==> config.mk <==
export PLATFORM = sky130hd
export DESIGN_NAME = pin_bus_responder_flat
export DESIGN_NICKNAME = d
export VERILOG_FILES = /design/src/rtl/pin_bus_pkg.sv /design/src/rtl/pin_bus_responder_if.sv /design/src/rtl/pin_bus_mem.sv /design/src/rtl/pin_bus_responder.sv /design/src/flat_wrapper.sv
export SDC_FILE = /design/constraint.sdc
export NUM_CORES = 1
export LEC_CHECK = 0
export ABC_CLOCK_PERIOD_IN_PS = 3120
export BUFFER_PORTS_ARGS = -buffer_cell sky130_fd_sc_hd__buf_2
export CAP_MARGIN = 20
export CORE_ASPECT_RATIO = 1.75
export CORE_UTILIZATION = 62
export DETAILED_ROUTE_END_ITERATION = 12
export GPL_TIMING_DRIVEN = 0
export PLACE_DENSITY = 0.79
export SLEW_MARGIN = 20
export SYNTH_ARGS = -nofsm -noshare
export SYNTH_HDL_FRONTEND = slang
export SYNTH_HIERARCHICAL = 1
export SYNTH_SLANG_ARGS = --single-unit
==> constraint.sdc <==
create_clock -name clk -period 3.12 [get_ports clk]
set_input_delay 0.468 -clock clk [delete_from_list [all_inputs] [get_ports clk]]
set_output_delay 0.468 -clock clk [all_outputs]
set_load 0.01 [all_outputs]
==> src/rtl/pin_bus_pkg.sv <==
// Shared definitions for the 8-bit address/data pin bus: field widths,
// responder FSM states and the default output-register address.
package pin_bus_pkg;

  localparam int unsigned ADDR_W = 8;
  localparam int unsigned DATA_W = 8;

  localparam logic [ADDR_W-1:0] IO_ADDR_DEFAULT = 8'hFF;

  localparam int unsigned WAIT_CNT_W = 4;

  typedef enum logic [1:0] {
    ST_IDLE,
    ST_WAIT,
    ST_RESP
  } state_e;

endpackage : pin_bus_pkg

==> src/rtl/pin_bus_responder_if.sv <==
// Request/response handshake signals of the pin bus; the initiator drives the
// master modport, the responder uses the slave modport.
interface pin_bus_responder_if;
  import pin_bus_pkg::*;

  logic              req_valid;
  logic              req_ready;
  logic              req_we;
  logic [ADDR_W-1:0] req_addr;
  logic [DATA_W-1:0] req_wdata;
  logic              rsp_valid;
  logic              rsp_ready;
  logic [DATA_W-1:0] rsp_rdata;
  logic              rsp_err;

  modport master (
    output req_valid, req_we, req_addr, req_wdata, rsp_ready,
    input  req_ready, rsp_valid, rsp_rdata, rsp_err
  );

  modport slave (
    input  req_valid, req_we, req_addr, req_wdata, rsp_ready,
    output req_ready, rsp_valid, rsp_rdata, rsp_err
  );

endinterface : pin_bus_responder_if

==> src/rtl/pin_bus_mem.sv <==
// Byte memory for the pin bus responder: synchronous write, combinational
// read, contents deliberately left unreset.
module pin_bus_mem
  import pin_bus_pkg::*;
#(
  parameter int unsigned MEM_DEPTH = 64,
  parameter int unsigned AW        = 6
) (
  input  logic              clk,
  input  logic              we_i,
  input  logic [AW-1:0]     waddr_i,
  input  logic [DATA_W-1:0] wdata_i,
  input  logic [AW-1:0]     raddr_i,
  output logic [DATA_W-1:0] rdata_o
);

  logic [DATA_W-1:0] mem_q [MEM_DEPTH];

  always_ff @(posedge clk) begin
    if (we_i) begin
      mem_q[waddr_i] <= wdata_i;
    end
  end

  assign rdata_o = mem_q[raddr_i];

endmodule : pin_bus_mem

==> src/rtl/pin_bus_responder.sv <==
// Target-side pin bus responder: decodes requests onto a local byte memory or
// the output register and answers after a fixed number of wait states.
module pin_bus_responder
  import pin_bus_pkg::*;
#(
  parameter int unsigned       MEM_DEPTH   = 64,
  parameter int unsigned       WAIT_STATES = 1,
  parameter logic [ADDR_W-1:0] IO_ADDR     = IO_ADDR_DEFAULT
) (
  input  logic               clk,
  input  logic               rst,
  pin_bus_responder_if.slave bus,
  output logic [DATA_W-1:0]  io_out
);

  localparam int unsigned MEM_AW = (MEM_DEPTH > 1) ? $clog2(MEM_DEPTH) : 1;
  localparam logic [ADDR_W:0] MEM_LIMIT = (ADDR_W+1)'(MEM_DEPTH);
  localparam logic [WAIT_CNT_W-1:0] CNT_LOAD =
    (WAIT_STATES > 0) ? WAIT_CNT_W'(WAIT_STATES - 1) : '0;

  state_e                  state_q;
  logic [WAIT_CNT_W-1:0]   cnt_q;
  logic [ADDR_W-1:0]       addr_q;
  logic                    we_q;
  logic                    req_ready_q;
  logic                    rsp_valid_q;
  logic [DATA_W-1:0]       rsp_rdata_q;
  logic                    rsp_err_q;
  logic [DATA_W-1:0]       io_q;

  logic [ADDR_W-1:0]       dec_addr;
  logic                    dec_we;
  logic                    hit_mem;
  logic                    hit_io;
  logic [DATA_W-1:0]       mem_rdata;
  logic [DATA_W-1:0]       rsp_rdata_d;
  logic                    rsp_err_d;
  logic                    accept;
  logic                    mem_we;

  // In IDLE the live request is decoded (write commit, zero-wait capture);
  // afterwards the latched request is decoded for the deferred read capture.
  always_comb begin
    dec_addr    = (state_q == ST_IDLE) ? bus.req_addr : addr_q;
    dec_we      = (state_q == ST_IDLE) ? bus.req_we   : we_q;
    hit_mem     = ({1'b0, dec_addr} < MEM_LIMIT);
    hit_io      = !hit_mem && (dec_addr == IO_ADDR);
    rsp_err_d   = !(hit_mem || hit_io);
    rsp_rdata_d = '0;
    if (!dec_we) begin
      if (hit_mem) begin
        rsp_rdata_d = mem_rdata;
      end else if (hit_io) begin
        rsp_rdata_d = io_q;
      end
    end
  end

  assign accept = (state_q == ST_IDLE) && bus.req_valid;
  assign mem_we = accept && bus.req_we && hit_mem;

  pin_bus_mem #(
    .MEM_DEPTH (MEM_DEPTH),
    .AW        (MEM_AW)
  ) u_mem (
    .clk     (clk),
    .we_i    (mem_we),
    .waddr_i (bus.req_addr[MEM_AW-1:0]),
    .wdata_i (bus.req_wdata),
    .raddr_i (dec_addr[MEM_AW-1:0]),
    .rdata_o (mem_rdata)
  );

  always_ff @(posedge clk or posedge rst) begin
    if (rst) begin
      state_q     <= ST_IDLE;
      cnt_q       <= '0;
      addr_q      <= '0;
      we_q        <= 1'b0;
      req_ready_q <= 1'b1;
      rsp_valid_q <= 1'b0;
      rsp_rdata_q <= '0;
      rsp_err_q   <= 1'b0;
      io_q        <= '0;
    end else begin
      unique case (state_q)
        ST_IDLE: begin
          if (accept) begin
            addr_q      <= bus.req_addr;
            we_q        <= bus.req_we;
            req_ready_q <= 1'b0;
            if (bus.req_we && hit_io) begin
              io_q <= bus.req_wdata;
            end
            if (WAIT_STATES == 0) begin
              state_q     <= ST_RESP;
              rsp_valid_q <= 1'b1;
              rsp_rdata_q <= rsp_rdata_d;
              rsp_err_q   <= rsp_err_d;
            end else begin
              state_q <= ST_WAIT;
              cnt_q   <= CNT_LOAD;
            end
          end
        end
        ST_WAIT: begin
          if (cnt_q == '0) begin
            state_q     <= ST_RESP;
            rsp_valid_q <= 1'b1;
            rsp_rdata_q <= rsp_rdata_d;
            rsp_err_q   <= rsp_err_d;
          end else begin
            cnt_q <= cnt_q - 1'b1;
          end
        end
        ST_RESP: begin
          if (bus.rsp_ready) begin
            state_q     <= ST_IDLE;
            rsp_valid_q <= 1'b0;
            req_ready_q <= 1'b1;
          end
        end
        default: begin
          state_q     <= ST_IDLE;
          rsp_valid_q <= 1'b0;
          req_ready_q <= 1'b1;
        end
      endcase
    end
  end

  assign bus.req_ready = req_ready_q;
  assign bus.rsp_valid = rsp_valid_q;
  assign bus.rsp_rdata = rsp_rdata_q;
  assign bus.rsp_err   = rsp_err_q;
  assign io_out        = io_q;

endmodule : pin_bus_responder
==> src/flat_wrapper.sv <==
// flat-port wrapper written by rule: the top's interface ports become plain ports
module pin_bus_responder_flat import pin_bus_pkg::*;
#(
  parameter int unsigned       MEM_DEPTH   = 64,
  parameter int unsigned       WAIT_STATES = 1,
  parameter logic [ADDR_W-1:0] IO_ADDR     = IO_ADDR_DEFAULT
)
  (clk, rst, io_out, bus_req_valid, bus_req_we, bus_req_addr, bus_req_wdata, bus_rsp_ready, bus_req_ready, bus_rsp_valid, bus_rsp_rdata, bus_rsp_err);
  pin_bus_responder_if bus_i ();
  input  logic clk;
  input  logic rst;
  output logic [DATA_W-1:0] io_out;
  input wire logic [$bits(bus_i.req_valid)-1:0] bus_req_valid;
  input wire logic [$bits(bus_i.req_we)-1:0] bus_req_we;
  input wire logic [$bits(bus_i.req_addr)-1:0] bus_req_addr;
  input wire logic [$bits(bus_i.req_wdata)-1:0] bus_req_wdata;
  input wire logic [$bits(bus_i.rsp_ready)-1:0] bus_rsp_ready;
  output wire logic [$bits(bus_i.req_ready)-1:0] bus_req_ready;
  output wire logic [$bits(bus_i.rsp_valid)-1:0] bus_rsp_valid;
  output wire logic [$bits(bus_i.rsp_rdata)-1:0] bus_rsp_rdata;
  output wire logic [$bits(bus_i.rsp_err)-1:0] bus_rsp_err;
  assign bus_i.req_valid = bus_req_valid;
  assign bus_i.req_we = bus_req_we;
  assign bus_i.req_addr = bus_req_addr;
  assign bus_i.req_wdata = bus_req_wdata;
  assign bus_i.rsp_ready = bus_rsp_ready;
  assign bus_req_ready = bus_i.req_ready;
  assign bus_rsp_valid = bus_i.rsp_valid;
  assign bus_rsp_rdata = bus_i.rsp_rdata;
  assign bus_rsp_err = bus_i.rsp_err;
  pin_bus_responder #(.MEM_DEPTH(MEM_DEPTH), .WAIT_STATES(WAIT_STATES), .IO_ADDR(IO_ADDR)) u_core (.clk(clk), .rst(rst), .bus(bus_i), .io_out(io_out));
endmodule
# == Word level (Yosys, flattened, before mapping) ==
# Memory sizes are Yosys's and may differ from the RTL's.
# Cells that the tools add are included.
# classes
addsub,1
n_mul,0
n_div,0
n_lt_le_gt_ge,1
n_eq_ne,7
shifts,0
mux,20
bitwise_logic,2
n_reduce_logical,18
# ops
operator,count
two-way mux 8 bit,4
AND reduction 3 bit,5
"equality test 8 bit, second input constant",1
"less-than comparator 8 x 7 -> 1 bit, second input constant",1
two-way mux 4 bit,2
case mux 4 bit (2 select lines),1
two-way mux 1 bit,7
two-way mux 2 bit,3
case mux 1 bit (3 select lines),2
case mux 2 bit (3 select lines),1
logical AND 1 bit,5
zero test 4 bit,1
"!= test 2 x 1 -> 1 bit, second input constant",2
"!= test 2 bit, second input constant",2
AND reduction 2 bit,2
"subtractor 4 x 1 -> 4 bit, second input constant",1
"equality test 2 x 1 -> 1 bit, second input constant",1
"equality test 2 bit, second input constant",1
zero test 1 bit,2
zero test 2 bit,1
inverter 1 bit,2
nonzero test 2 bit,1
logical OR 1 bit,1
# totals
reg_bits,34
latchBits,0
mem_bits_rw,512
mem_bits_ro,0
inputBits,21
mem_count,1
# memory_table
memory,depth,word_bits,read_ports,rd_ports_with_merged_regs,wr,line_no,rtl
u_core.u_mem.mem_q,64,8,1,0,1,pin_bus_mem.sv:17,logic [DATA_W-1:0] mem_q [MEM_DEPTH];

# == Depth between registers and ports, before layout ==
# depth
word_depth,8
ltp_mapped,14
depth_no_buf,9

# == Cells and area by module ==
# The synthesis kept the hierarchy.
# modules_own_cells
mod,instances,cells_each,area_per_inst_um2
pin_bus_mem,1,932,20006.7
pin_bus_responder,1,159,1677.9

# == Worst setup path after synthesis ==
# OpenSTA, ideal clock, no wires.
# synth_timing
kind,register to register
from,reg u_core.state_q[1]
to,"reg u_core.rsp_rdata_q[3], in the netlist u_core/bus.rsp_rdata[3]"
setup_ns,0.142
arrival_time_ns,2.647
t_required_ns,2.978
setup_slack_ns,0.331
stages_incl_launch_ff,13
path_buffers,4
cell_sequence,dfrtp_1 > buf_6 > nor2_4 > mux2_2 > buf_4 > buf_2 > buf_2 > mux4_2 > mux4_2 > o21ai_1 > o41ai_1 > mux2i_1 > o31ai_1
# synth_between
word_cells_on_any_way,13
# synth_lines
element,line_no,rtl
"start, declared",pin_bus_responder.sv:21,state_e state_q;
"start signal, assigned",pin_bus_responder.sv:76,state_q <= ST_IDLE;
"start signal, assigned",pin_bus_responder.sv:96,state_q <= ST_RESP;
"start signal, assigned",pin_bus_responder.sv:101,state_q <= ST_WAIT;
zero test 2 bit,pin_bus_responder.sv:44,dec_addr = (state_q == ST_IDLE) ? bus.req_addr : addr_q;
two-way mux 8 bit,pin_bus_responder.sv:44,
named net u_core.dec_addr[1],pin_bus_responder.sv:31,logic [ADDR_W-1:0] dec_addr;
memory (64 x 8 bit),-,
named net u_core.mem_rdata[3],pin_bus_responder.sv:35,logic [DATA_W-1:0] mem_rdata;
two-way mux 8 bit,pin_bus_responder.sv:51,if (hit_mem) begin
two-way mux 8 bit,pin_bus_responder.sv:50,if (!dec_we) begin
"end signal, assigned",pin_bus_responder.sv:98,rsp_rdata_q <= rsp_rdata_d;
"end signal, assigned",pin_bus_responder.sv:110,rsp_rdata_q <= rsp_rdata_d;
"end, declared",pin_bus_responder.sv:27,logic [DATA_W-1:0] rsp_rdata_q;
# The timed path passes the listed nets, and every way through them passes these cells.
# A chain may end at the register's enable or synchronous reset.

# == Final worst setup path ==
# layout_timing
from,reg u_core.state_q[1]
to,"reg u_core.rsp_rdata_q[7], in the netlist u_core/bus.rsp_rdata[7]"
# Same word-level chain as after synthesis.

==> run_results.csv <==
group,metric,value,unit
yosys,avgSynthCellArea,19.88,um2
drt,viasPerCell,7.229,
sta,max-slew-margin-rel,34.92,%
global_route,grt_pass1_wl,84.07,mm
sta,finClkSkew,23.36,ps
drt,drt_iter0_markers,1762,
yosys,synthMuxAreaShare,15.98,%
place,place_congestion,0.9359,
die,die_area,35760,um2
yosys,synthArstFlopShare,6.227,%
die,coreArea,34460,um2
die,core.rowCount,90,
die,dieWidth,143.4,um
pwr,internal-power,16.37,mW
yosys,seq_area_frac_synth,74.83,%
cts,clkLatencyLatePin,600,ps
status,violations,"hold timing, setup timing",
layout,fin_cells,1701,
yosys,synthXorXnorAreaFrac,0.08078,%
sta,hold_viol_final,3,
run,maxCapViolations,0,
pwr,switchingPower,8.781,mW
sta,whs,-0.3269,ps
yosys,synth_top_family_by_area,"multiplexers",
cts,cts_num_sinks,546,
pwr,powerDensity,985.9,nW/um2
yosys,syn_nets,1114,
critical_path,worstSetupPathType,"flop to flop",
die,die_height,249.4,um
cts,cts_buffer_depth,3,
yosys,synth_edf_count,512,
layout,drive_gt1_share,38.36,%
yosys,synthAdderAreaFrac,0.1154,%
critical_path,cp.arrival,4210,ps
pwr,peakVddDrop,0.0006172,V
status,status,"finished with violations",
layout,area_growth,17.63,%
global_route,grt.total_usage,34.50,%
pwr,p_total,25.15,mW
critical_path,critPathCaptureType,"flop",
yosys,ys_warn_count,6,
cts,cts_made_buffers,46,
cts,clk_pin_slew_worst_paths,60,ps
pwr,sw_frac_of_total,34.92,%
global_route,grt_pass1_vias,12380,
die,start_util,62.93,%
global_route,grt_max_degree,66,
global_route,grt-ovfl-total,0,
cts,htree_levels,2,
drt,num_vias,12300,
drt,dr.pass1.iters,8,
sta,setup_ws,-660.5,ps
sta,setup_viol,18,
layout,nets,1230,
yosys,synth_compound_area_share,2.591,%
global_route,antenna_found_initial,1,
pwr,pwr-share-seq,32.9,%
yosys,synth-seq-cells,546,
cts,ctsHoldBuffers,0,
layout,final_common_cell,"edfxtp_1",
sta,period_share,121.2,%
sta,worst_pin_slew,972.6,ps
drt,postRouteAntennaNets,0,
sta,period_needed,3781,ps
critical_path,cp_max_fo,9,
place,portBuffers,39,
drt,wl,61.92,mm
yosys,syn_inst,1091,
drt,drc_errors,0,
layout,diodes,0,
die,ios,40,
yosys,yosys.area_share.simple,4.541,%
pwr,p_leak,8.193,nW
sta,slew_violations,0,
critical_path,start_kind,"flop",
yosys,yosys.cell_types.count,56,
sta,fmax,264.5,MHz
critical_path,crit_required,3550,ps
sta,rsz0062_at_grt,"yes",
layout,fillers,1789,
layout,layout_common_cells,"512 x edfxtp_1, 126 x mux4_2, 48 x nand2_1, 47 x clkbuf_16",
place,dp.cells,1591,
pwr,clkPwrFrac,25.0,%
pwr,power.combinational.fraction,42.1,%
min_path,hp-class,"primary input to async pin",
cts,cts_tree,"done",
drt,post_drt_wl_per_cell,36.40,um
yosys,synth_ff_type,"edfxtp_1",
place,post-dp-hpwl,34.66,mm
cts,root_buffer,"clkbuf_16",
yosys,syn-cell-area,21680,um2
[final cells by class]
type / instances / area (um2) / share of cell area, %
Inverter: 6 / 22.52 / 0.08829
Buffer: 54 / 590.6 / 2.315
Clock buffer: 52 / 1195 / 4.684
Sequential cell: 546 / 16230 / 63.62
Tap cell: 460 / 575.6 / 2.256
Clock inverter: 30 / 427.9 / 1.678
Multi-Input combinational cell: 482 / 5922 / 23.22
Timing Repair Buffer: 71 / 546.8 / 2.144
[critical path, stage by stage (launching register included)]
cell,delay (ps)
dfrtp_1,380
buf_6,140
nor2_4,190
mux2_4,370
buf_12,160
buf_12,150
mux4_2,510
mux4_2,540
o21ai_1,590
nand2_2,290
mux2i_1,210
o31ai_1,80
[state kept, by name, summed over array words and instances (netlist names)]
name,flops
u_core/io_out,8
u_core/bus.rsp_valid,1
u_core/addr_q,8
u_core/bus.rsp_rdata,8
u_core/bus.rsp_err,1
u_core/cnt_q,4
u_core/state_q,2
u_core/bus.req_ready,1
u_core/we_q,1
u_core/u_mem/mem_q,512
[cell families (layout without fill, tap and decap cells)]
| logic type | count (synthesis) | count (layout) |
|---|---|---|
| flip-flops | 546 | 546 |
| AND/OR/NAND/NOR | 216 | 217 |
| multiplexers | 185 | 185 |
| AO/OA/AOI/OAI | 76 | 76 |
| buffers and inverters | 64 | 213 |
| adder cells (fa/ha/maj) | 2 | 2 |
| XOR/XNOR | 2 | 2 |
[synthesized netlist by cell type, types with 3 or more instances]
cell type | count | area, um2
nor3_1 | 8 | 40.04
nand4_1 | 6 | 37.54
a211oi_1 | 4 | 30.03
buf_1 | 4 | 15.01
o31ai_1 | 8 | 60.06
o2111ai_1 | 3 | 26.28
edfxtp_1 | 512 | 15370
mux2i_1 | 32 | 320.3
nand2_1 | 57 | 214.0
buf_4 | 14 | 105.1
nand2b_1 | 7 | 43.79
nor2b_1 | 15 | 93.84
buf_2 | 12 | 60.06
dfrtp_1 | 33 | 825.8
o21ai_0 | 8 | 40.04
o22ai_1 | 9 | 56.30
nand3_1 | 16 | 80.08
mux4_2 | 126 | 2838
a21oi_1 | 6 | 30.03
o21a_1 | 3 | 22.52
buf_6 | 7 | 78.83
o221ai_1 | 9 | 78.83
clkbuf_1 | 18 | 67.56
o2bb2ai_1 | 3 | 26.28
nand3b_1 | 3 | 22.52
nor4_1 | 4 | 25.02
a221oi_1 | 6 | 52.55
mux2_2 | 26 | 292.8
a22oi_1 | 3 | 22.52
nor2_1 | 90 | 337.8
inv_1 | 6 | 22.52
[power by group through the flow]
| stage | Sequential [mW] | Combinational (mW) | Clock, mW |
|---|---|---|---|
| 3_3_place_gp | 8.41 | 7.49 | 0 |
| 6_report | 8.27 | 10.6 | 6.28 |
| 3_5_place_dp | 8.41 | 7.64 | 0 |
| 4_1_cts | 8.26 | 9.39 | 6.25 |
| 2_1_floorplan | 8.41 | 5.04 | 0 |
| 5_1_grt | 8.28 | 10.7 | 6.59 |
[path summary, 6_finish.rpt]
kind | from | end | slack (ps) | depth (start not counted)
worst min register to register | u_core/bus.rsp_rdata[2] | u_core/bus.rsp_rdata[2] | 490 | 2
min in group clk | bus_req_addr[6] | u_core/addr_q[6] | 140 | 3
worst min-delay path | rst | u_core/bus.rsp_rdata[5] | -0.3 | 2
worst max register to register | u_core/state_q[1] | u_core/bus.rsp_rdata[7] | -660 | 11
worst max-delay path | u_core/state_q[1] | u_core/bus.rsp_rdata[7] | -660 | 11
max in group asynchronous | rst | u_core/state_q[0] | 2630 | 2
[through the flow]
stage / worst slack (ps) / instance area, um2 / TNS [ps] / utilization (%)
finish: -660.5 / 25510 / -2680 / 74.03
global route: -643.5 / 25510 / -2549 / 74.03
CTS: -196.6 / 25050 / -16610 / 72.68
detailed placement: -1110 / 22490 / -108520 / 65.27
global placement: -1014 / 22460 / -89390 / 65.17
floorplan: 331.1 / 21680 / 0 / -
[what timing repair did]
action | 4_1_cts | 5_1_grt
resized for setup | 197 | 94
endpoints found under the setup margin | 456 | 456
pin swaps | 15 | 17
hold endpoints to repair | 0 | 0
buffers inserted | 18 | 14
cloned | 2 | 0
[metal layers]
layer | vias to the layer above | routed length [um] | global-route usage, %
met5 | - | 11 | 0
met4 | 2 | 5599 | 25.26
met3 | 319 | 6788 | 8.058
met2 | 1033 | 31090 | 57.00
met1 | 6251 | 18430 | 38.83
li1 | 4692 | - | -
(Power assumes the default switching activity.)
